--- config.mk ---
export PLATFORM = sky130hd
export DESIGN_NAME = preamble_insert
export DESIGN_NICKNAME = d
export VERILOG_FILES = /design/src/rtl/preamble_insert.sv
export SDC_FILE = /design/constraint.sdc
export NUM_CORES = 1
export LEC_CHECK = 0
export BUFFER_PORTS_ARGS = -buffer_cell sky130_fd_sc_hd__buf_4
export CAP_MARGIN = 15
export CORE_MARGIN = 2
export CORE_UTILIZATION = 49
export CTS_BUF_LIST = sky130_fd_sc_hd__clkbuf_16
export DETAILED_ROUTE_END_ITERATION = 16
export PLACE_DENSITY_LB_ADDON = 0.3
export SYNTH_ARGS = -nofsm -noshare
export SYNTH_HDL_FRONTEND = slang
export SYNTH_SLANG_ARGS = --single-unit
--- constraint.sdc ---
create_clock -name Clk -period 4.2 [get_ports Clk]
set_input_delay 0.63 -clock Clk [delete_from_list [all_inputs] [get_ports Clk]]
set_output_delay 0.63 -clock Clk [all_outputs]
set_load 0.005 [all_outputs]
--- src/rtl/preamble_insert.sv ---
// preamble_insert: prepends an 802.11a-style training preamble to each payload frame.
//   Optional macro LONG_PREAMBLE_EN: adds the LONG state and 64-entry long ROM
//   (320-sample preamble). Without it the preamble is the 160-sample short part only.
// Ports:
//   Clk, Rst_n                      clock, async active-low reset
//   DataInEnable/Re/Im/Last         upstream payload samples (valid/ready handshake)
//   DataInReady                     sample accepted when DataInEnable & DataInReady
//   OutputEnable, DataOutRe/Im      registered transmit stream, data zero when idle
//   FrameStart                      pulse on the first preamble sample
module preamble_insert (
    input  logic       Clk,
    input  logic       Rst_n,
    input  logic       DataInEnable,
    input  logic [7:0] DataInRe,
    input  logic [7:0] DataInIm,
    input  logic       DataInLast,
    output logic       DataInReady,
    output logic       OutputEnable,
    output logic [7:0] DataOutRe,
    output logic [7:0] DataOutIm,
    output logic       FrameStart
);
    localparam int unsigned SAMPLE_W = 8;
    localparam int unsigned CNT_W    = 8;
    localparam logic [CNT_W-1:0] SEQ_LAST = CNT_W'(159);

    // Short training sequence, 16 samples
    localparam logic signed [SAMPLE_W-1:0] SHORT_RE [16] = '{
        8'sd41, -8'sd117, -8'sd12, 8'sd127, 8'sd82, 8'sd127, -8'sd12, -8'sd117,
        8'sd41, 8'sd2, -8'sd70, -8'sd12, 8'sd0, -8'sd12, -8'sd70, 8'sd2};
    localparam logic signed [SAMPLE_W-1:0] SHORT_IM [16] = '{
        8'sd41, 8'sd2, -8'sd70, -8'sd12, 8'sd0, -8'sd12, -8'sd70, 8'sd2,
        8'sd41, -8'sd117, -8'sd12, 8'sd127, 8'sd82, 8'sd127, -8'sd12, -8'sd117};

`ifdef LONG_PREAMBLE_EN
    // Long training sequence, 64 samples
    localparam logic signed [SAMPLE_W-1:0] LONG_RE [64] = '{
        8'sd123, -8'sd4, 8'sd32, 8'sd77, 8'sd17, 8'sd47, -8'sd91, -8'sd30,
        8'sd77, 8'sd42, 8'sd1, -8'sd108, 8'sd19, 8'sd47, -8'sd17, 8'sd94,
        8'sd49, 8'sd29, -8'sd45, -8'sd103, 8'sd65, 8'sd55, -8'sd47, -8'sd44,
        -8'sd28, -8'sd96, -8'sd100, 8'sd59, -8'sd2, -8'sd73, 8'sd73, 8'sd9,
        -8'sd123, 8'sd9, 8'sd73, -8'sd73, -8'sd2, 8'sd59, -8'sd100, -8'sd96,
        -8'sd28, -8'sd44, -8'sd47, 8'sd55, 8'sd65, -8'sd103, -8'sd45, 8'sd29,
        8'sd49, 8'sd94, -8'sd17, 8'sd47, 8'sd19, -8'sd108, 8'sd1, 8'sd42,
        8'sd77, -8'sd30, -8'sd91, 8'sd47, 8'sd17, 8'sd77, 8'sd32, -8'sd4};
    localparam logic signed [SAMPLE_W-1:0] LONG_IM [64] = '{
        8'sd0, -8'sd95, -8'sd88, 8'sd66, 8'sd22, -8'sd70, -8'sd43, -8'sd84,
        -8'sd21, 8'sd3, -8'sd91, -8'sd37, -8'sd47, -8'sd12, 8'sd127, 8'sd3,
        8'sd49, -8'sd77, -8'sd31, -8'sd51, -8'sd73, -8'sd11, -8'sd64, 8'sd17,
        8'sd119, 8'sd13, 8'sd17, 8'sd58, -8'sd43, -8'sd91, -8'sd84, -8'sd77,
        8'sd0, 8'sd77, 8'sd84, 8'sd91, 8'sd43, -8'sd58, -8'sd17, -8'sd13,
        -8'sd119, -8'sd17, 8'sd64, 8'sd11, 8'sd73, 8'sd51, 8'sd31, 8'sd77,
        -8'sd49, -8'sd3, -8'sd127, 8'sd12, 8'sd47, 8'sd37, 8'sd91, -8'sd3,
        8'sd21, 8'sd84, 8'sd43, 8'sd70, -8'sd22, -8'sd66, 8'sd88, 8'sd95};

    typedef enum logic [1:0] {IDLE, SHORT, LONG, DATA} state_e;
`else
    typedef enum logic [1:0] {IDLE, SHORT, DATA} state_e;
`endif

    state_e               state_q, state_d;
    logic [CNT_W-1:0]     cnt_q, cnt_d, cnt_inc;
    logic                 ready_q, ready_d;
    logic                 oe_q, oe_d;
    logic                 fs_q, fs_d;
    logic [SAMPLE_W-1:0]  re_q, re_d, im_q, im_d;
    logic                 xfer;
    logic                 to_payload;

    assign cnt_inc = cnt_q + CNT_W'(1);
    assign xfer    = DataInEnable & ready_q;

`ifdef LONG_PREAMBLE_EN
    // Long sample n uses ROM entry (n+32) mod 64: 32..63 then 0..63 twice
    logic [5:0] long_idx;
    assign long_idx = cnt_inc[5:0] + 6'd32;
`endif

    // Next state and next registered outputs (outputs describe the cycle after this one)
    always_comb begin
        state_d    = state_q;
        cnt_d      = cnt_q;
        ready_d    = 1'b0;
        oe_d       = 1'b0;
        fs_d       = 1'b0;
        re_d       = '0;
        im_d       = '0;
        to_payload = 1'b0;

        case (state_q)
            IDLE: begin
                if (DataInEnable) begin
                    state_d = SHORT;
                    cnt_d   = '0;
                    oe_d    = 1'b1;
                    fs_d    = 1'b1;
                    re_d    = SHORT_RE[4'd0];
                    im_d    = SHORT_IM[4'd0];
                end
            end
            SHORT: begin
                if (cnt_q == SEQ_LAST) begin
`ifdef LONG_PREAMBLE_EN
                    state_d = LONG;
                    cnt_d   = '0;
                    oe_d    = 1'b1;
                    re_d    = LONG_RE[6'd32];
                    im_d    = LONG_IM[6'd32];
`else
                    to_payload = 1'b1;
`endif
                end else begin
                    cnt_d = cnt_inc;
                    oe_d  = 1'b1;
                    re_d  = SHORT_RE[cnt_inc[3:0]];
                    im_d  = SHORT_IM[cnt_inc[3:0]];
`ifndef LONG_PREAMBLE_EN
                    // Ready rises on the final preamble cycle so payload follows with no bubble
                    ready_d = (cnt_inc == SEQ_LAST);
`endif
                end
            end
`ifdef LONG_PREAMBLE_EN
            LONG: begin
                if (cnt_q == SEQ_LAST) begin
                    to_payload = 1'b1;
                end else begin
                    cnt_d   = cnt_inc;
                    oe_d    = 1'b1;
                    re_d    = LONG_RE[long_idx];
                    im_d    = LONG_IM[long_idx];
                    ready_d = (cnt_inc == SEQ_LAST);
                end
            end
`endif
            DATA:    to_payload = 1'b1;
            default: state_d = IDLE;
        endcase

        // Payload pass-through, also taken on the final preamble cycle
        if (to_payload) begin
            ready_d = 1'b1;
            if (state_q != DATA) begin
                state_d = DATA;
                cnt_d   = '0;
            end
            if (xfer) begin
                oe_d = 1'b1;
                re_d = DataInRe;
                im_d = DataInIm;
                if (state_q == DATA) cnt_d = cnt_inc;
                if (DataInLast) begin
                    state_d = IDLE;
                    cnt_d   = '0;
                    ready_d = 1'b0;
                end
            end
        end
    end

    // State and output registers
    always_ff @(posedge Clk or negedge Rst_n) begin
        if (!Rst_n) begin
            state_q <= IDLE;
            cnt_q   <= '0;
            ready_q <= 1'b0;
            oe_q    <= 1'b0;
            fs_q    <= 1'b0;
            re_q    <= '0;
            im_q    <= '0;
        end else begin
            state_q <= state_d;
            cnt_q   <= cnt_d;
            ready_q <= ready_d;
            oe_q    <= oe_d;
            fs_q    <= fs_d;
            re_q    <= re_d;
            im_q    <= im_d;
        end
    end

    assign DataInReady  = ready_q;
    assign OutputEnable = oe_q;
    assign FrameStart   = fs_q;
    assign DataOutRe    = re_q;
    assign DataOutIm    = im_q;

endmodule

==> impl_metrics.yaml <==
outcome:
  status: "complete, no violations"
place:
  portBuffers: 38
  place_congestion: 0.890
  dp_hpwl_um: 3200
  pre_cts_ws_ns: 1.76
  placedCellCount: 268
cts:
  cts_hold_buf: 0
  cts.path.max_buffers: 2
  post_cts_buffers: 0
  cts_buffers: 5
  clock_latency_ns: 0.28
  htreeDepth: 2
  root_buffer: "clkbuf_16"
  tritoncts: "yes"
  cts_resized: 0
  path_clk_slew_ns: 0.05
  cts_sinks: 29
floorplanning:
  ios: 39
  die-area_sq_um: 4250
  initial_core_util: 0.504
  die_y_um: 65.2
  core_sq_um: 3630
  die-width_um: 65.2
  num_rows: 22
sta:
  setup-tns-final_ns: 0
  tightest_slew_ns: 0.774
  min_period_over_period: 0.588
  setup_viol: 0
  setup_ws_ns: 1.73
  relSlewSlack: 0.471
  rsz0062_at_grt: "false"
  fmax_mhz: 405
  finClkSkew_ns: 0.00608
  final_max_slew_viol_count: 0
  finalHoldViolCount: 0
  finalCriticalPeriod_ns: 2.47
  fin_hold_ws_ns: 0.269
worst_setup_path:
  critPathLaunchType: "register"
  worst-path-max-fanout: 15
  r2r_start: "cnt_q[0]"
  worstReg2RegEnd: "DataOutIm[2]"
  worstPathCellList: "ha_1, ha_1, nor2_1, a2111oi_0, a21oi_1, o2bb2ai_1"
  critical-path-top-delay-family: "compound AO/OA/AOI/OAI gates"
  endpoint: "DataOutIm[2]"
  slowest_delay_ns: 0.70
  critPathSlowestCell: "a2111oi_0"
  worstRegToRegCells: 6
  cp-end-kind: "register"
  worstSetupPathDepth: 6
  path_buf_inv: 0
  required_ns: 4.39
  cpMostUsedCell: "ha_1"
  worstSetupStartpoint: "cnt_q[0]"
  worst-endpoint-arrival_ns: 2.66
  r2r_setup_slack_ns: 1.73
  worstSetupPathType: "register to register"
synthesis:
  syn_area_sq_um: 1830
  synth_cell_type_count: 49
  yosys.area.top_type: "dfrtp_1"
  ys_top_cells_by_count: "dfrtp_1, a21oi_1, nand2_1"
  synth_top_flop_cell: "dfrtp_1"
  synth_edf_count: 0
  avgSynthCellArea_sq_um: 9.70
  synth_area_leaders: "dfrtp_1, ha_1, o2bb2ai_1"
  synth_top_area_share: 0.396
  syn_nets: 220
  seq_area_frac_synth: 0.396
  syn_inst: 189
  yosys_warnings: 0
  yosysMostFrequentCell: "dfrtp_1"
  async_flop_share: 1.00
  synth_seq_cells: 29
flow_run:
  maxCapViolations: 0
detailed_routing:
  antenna_left: 0
  drt_iter0_drc: 108
  vias: 1652
  wl_um: 4400
  via_per_inst: 5.99
  drc_errors: 0
  wl_per_cell_um: 15.9
  first_pass_iters: 4
finish:
  nFillCells: 307
  area_growth_pct: 27.6
  final_nets: 258
  drive_above_1_share: 0.241
  num_antenna_cells: 0
  multiInputGateArea_sq_um: 1040
  seqCellArea_sq_um: 726
  finish.cell_count_without_fillers: 276
pwr:
  powerDensity_nw_per_um2: 840
  total_power_mw: 1.96
  cellLeakagePower_nw: 1.03
  peakVddDrop_v: 0.000397
global_routing:
  overflow: 0
  grt.met2_usage: 0.362
  grt_max_degree: 30
  use_met1: 0.302
  use_met3: 0.0462
  grt_pass1_vias: 1557
  top_usage_layer: "met2"
  track_usage: 0.225
  grt_pass1_wl_um: 7270
  antenna_found_initial: 0
hold_path:
  min_path_type: "primary input to async pin"
==> metal layers <==
layer	part of all wire	vias up	wire, um
li1	-	804	-
met1	0.46	775	2030
met2	0.47	66	2050
met3	0.057	7	252
met4	0.015	0	65
met5	0	-	0
==> metrics by stage <==
step / utilization / instance area, sq um
after floorplan: - / 1830
after global placement: 0.591 / 2150
after detailed placement: 0.591 / 2150
after CTS: 0.644 / 2340
after global routing: 0.644 / 2340
final: 0.644 / 2340
==> registers in the layout, indices dropped and copies added (netlist names) <==
name          cells
DataOutRe         8
state_q           2
FrameStart        1
DataOutIm         8
OutputEnable      1
cnt_q             8
DataInReady       1
==> report_power, final <==
group	total (mW)	internal, mW	switching [mW]
logic	1.00	0.466	0.535
clock network	0.458	0.338	0.120
registers	0.505	0.412	0.0939
==> kinds of logic after synthesis <==
logic type      Yosys count  share of synthesized area
fa+ha+maj                11                     0.0751
mux                      11                     0.0621
flops                    29                      0.396
xor+xnor                  3                     0.0143
simple gates             56                      0.166
buf+inv                  16                     0.0348
compound gates           63                      0.252
==> cells in the final DEF, fill, tap and decap left out, types with 2 or more instances in the layout <==
cell | Yosys | final
buf_4 | 0 | 38
a21oi_1 | 14 | 14
nor2_1 | 8 | 8
or2_2 | 2 | 2
o211ai_1 | 3 | 3
a21o_1 | 3 | 3
o2bb2ai_1 | 10 | 10
xnor2_1 | 3 | 3
nand4_1 | 3 | 3
clkbuf_16 | 0 | 5
and4_1 | 3 | 3
a31oi_1 | 7 | 7
nor4_1 | 2 | 2
mux2i_1 | 8 | 8
dfrtp_1 | 29 | 29
o21a_1 | 2 | 2
a22o_1 | 3 | 3
nor2b_1 | 2 | 2
ha_1 | 11 | 11
o31ai_1 | 3 | 3
nand2b_1 | 2 | 2
mux2_2 | 2 | 2
nand2_1 | 13 | 13
o21ai_0 | 4 | 4
o2111ai_1 | 2 | 2
bufinv_16 | 0 | 2
nand3_1 | 7 | 7
inv_1 | 9 | 9
nor3_1 | 7 | 7
==> worst min path at each step <==
stage                   to
6_report          cnt_q[1]
3_5_place_dp    state_q[0]
2_1_floorplan  DataInReady
3_3_place_gp    state_q[0]
4_1_cts         state_q[0]
5_1_grt           cnt_q[1]
==> final cells by class <==
type / count / area share
Clock buffer: 5 / 0.0535
Inverter: 9 / 0.0144
Tap cell: 48 / 0.0257
Clock inverter: 3 / 0.0278
Timing Repair Buffer: 38 / 0.122
Sequential cell: 29 / 0.310
Multi-Input combinational cell: 144 / 0.446
Note: power is estimated with default switching activity, not from simulation.
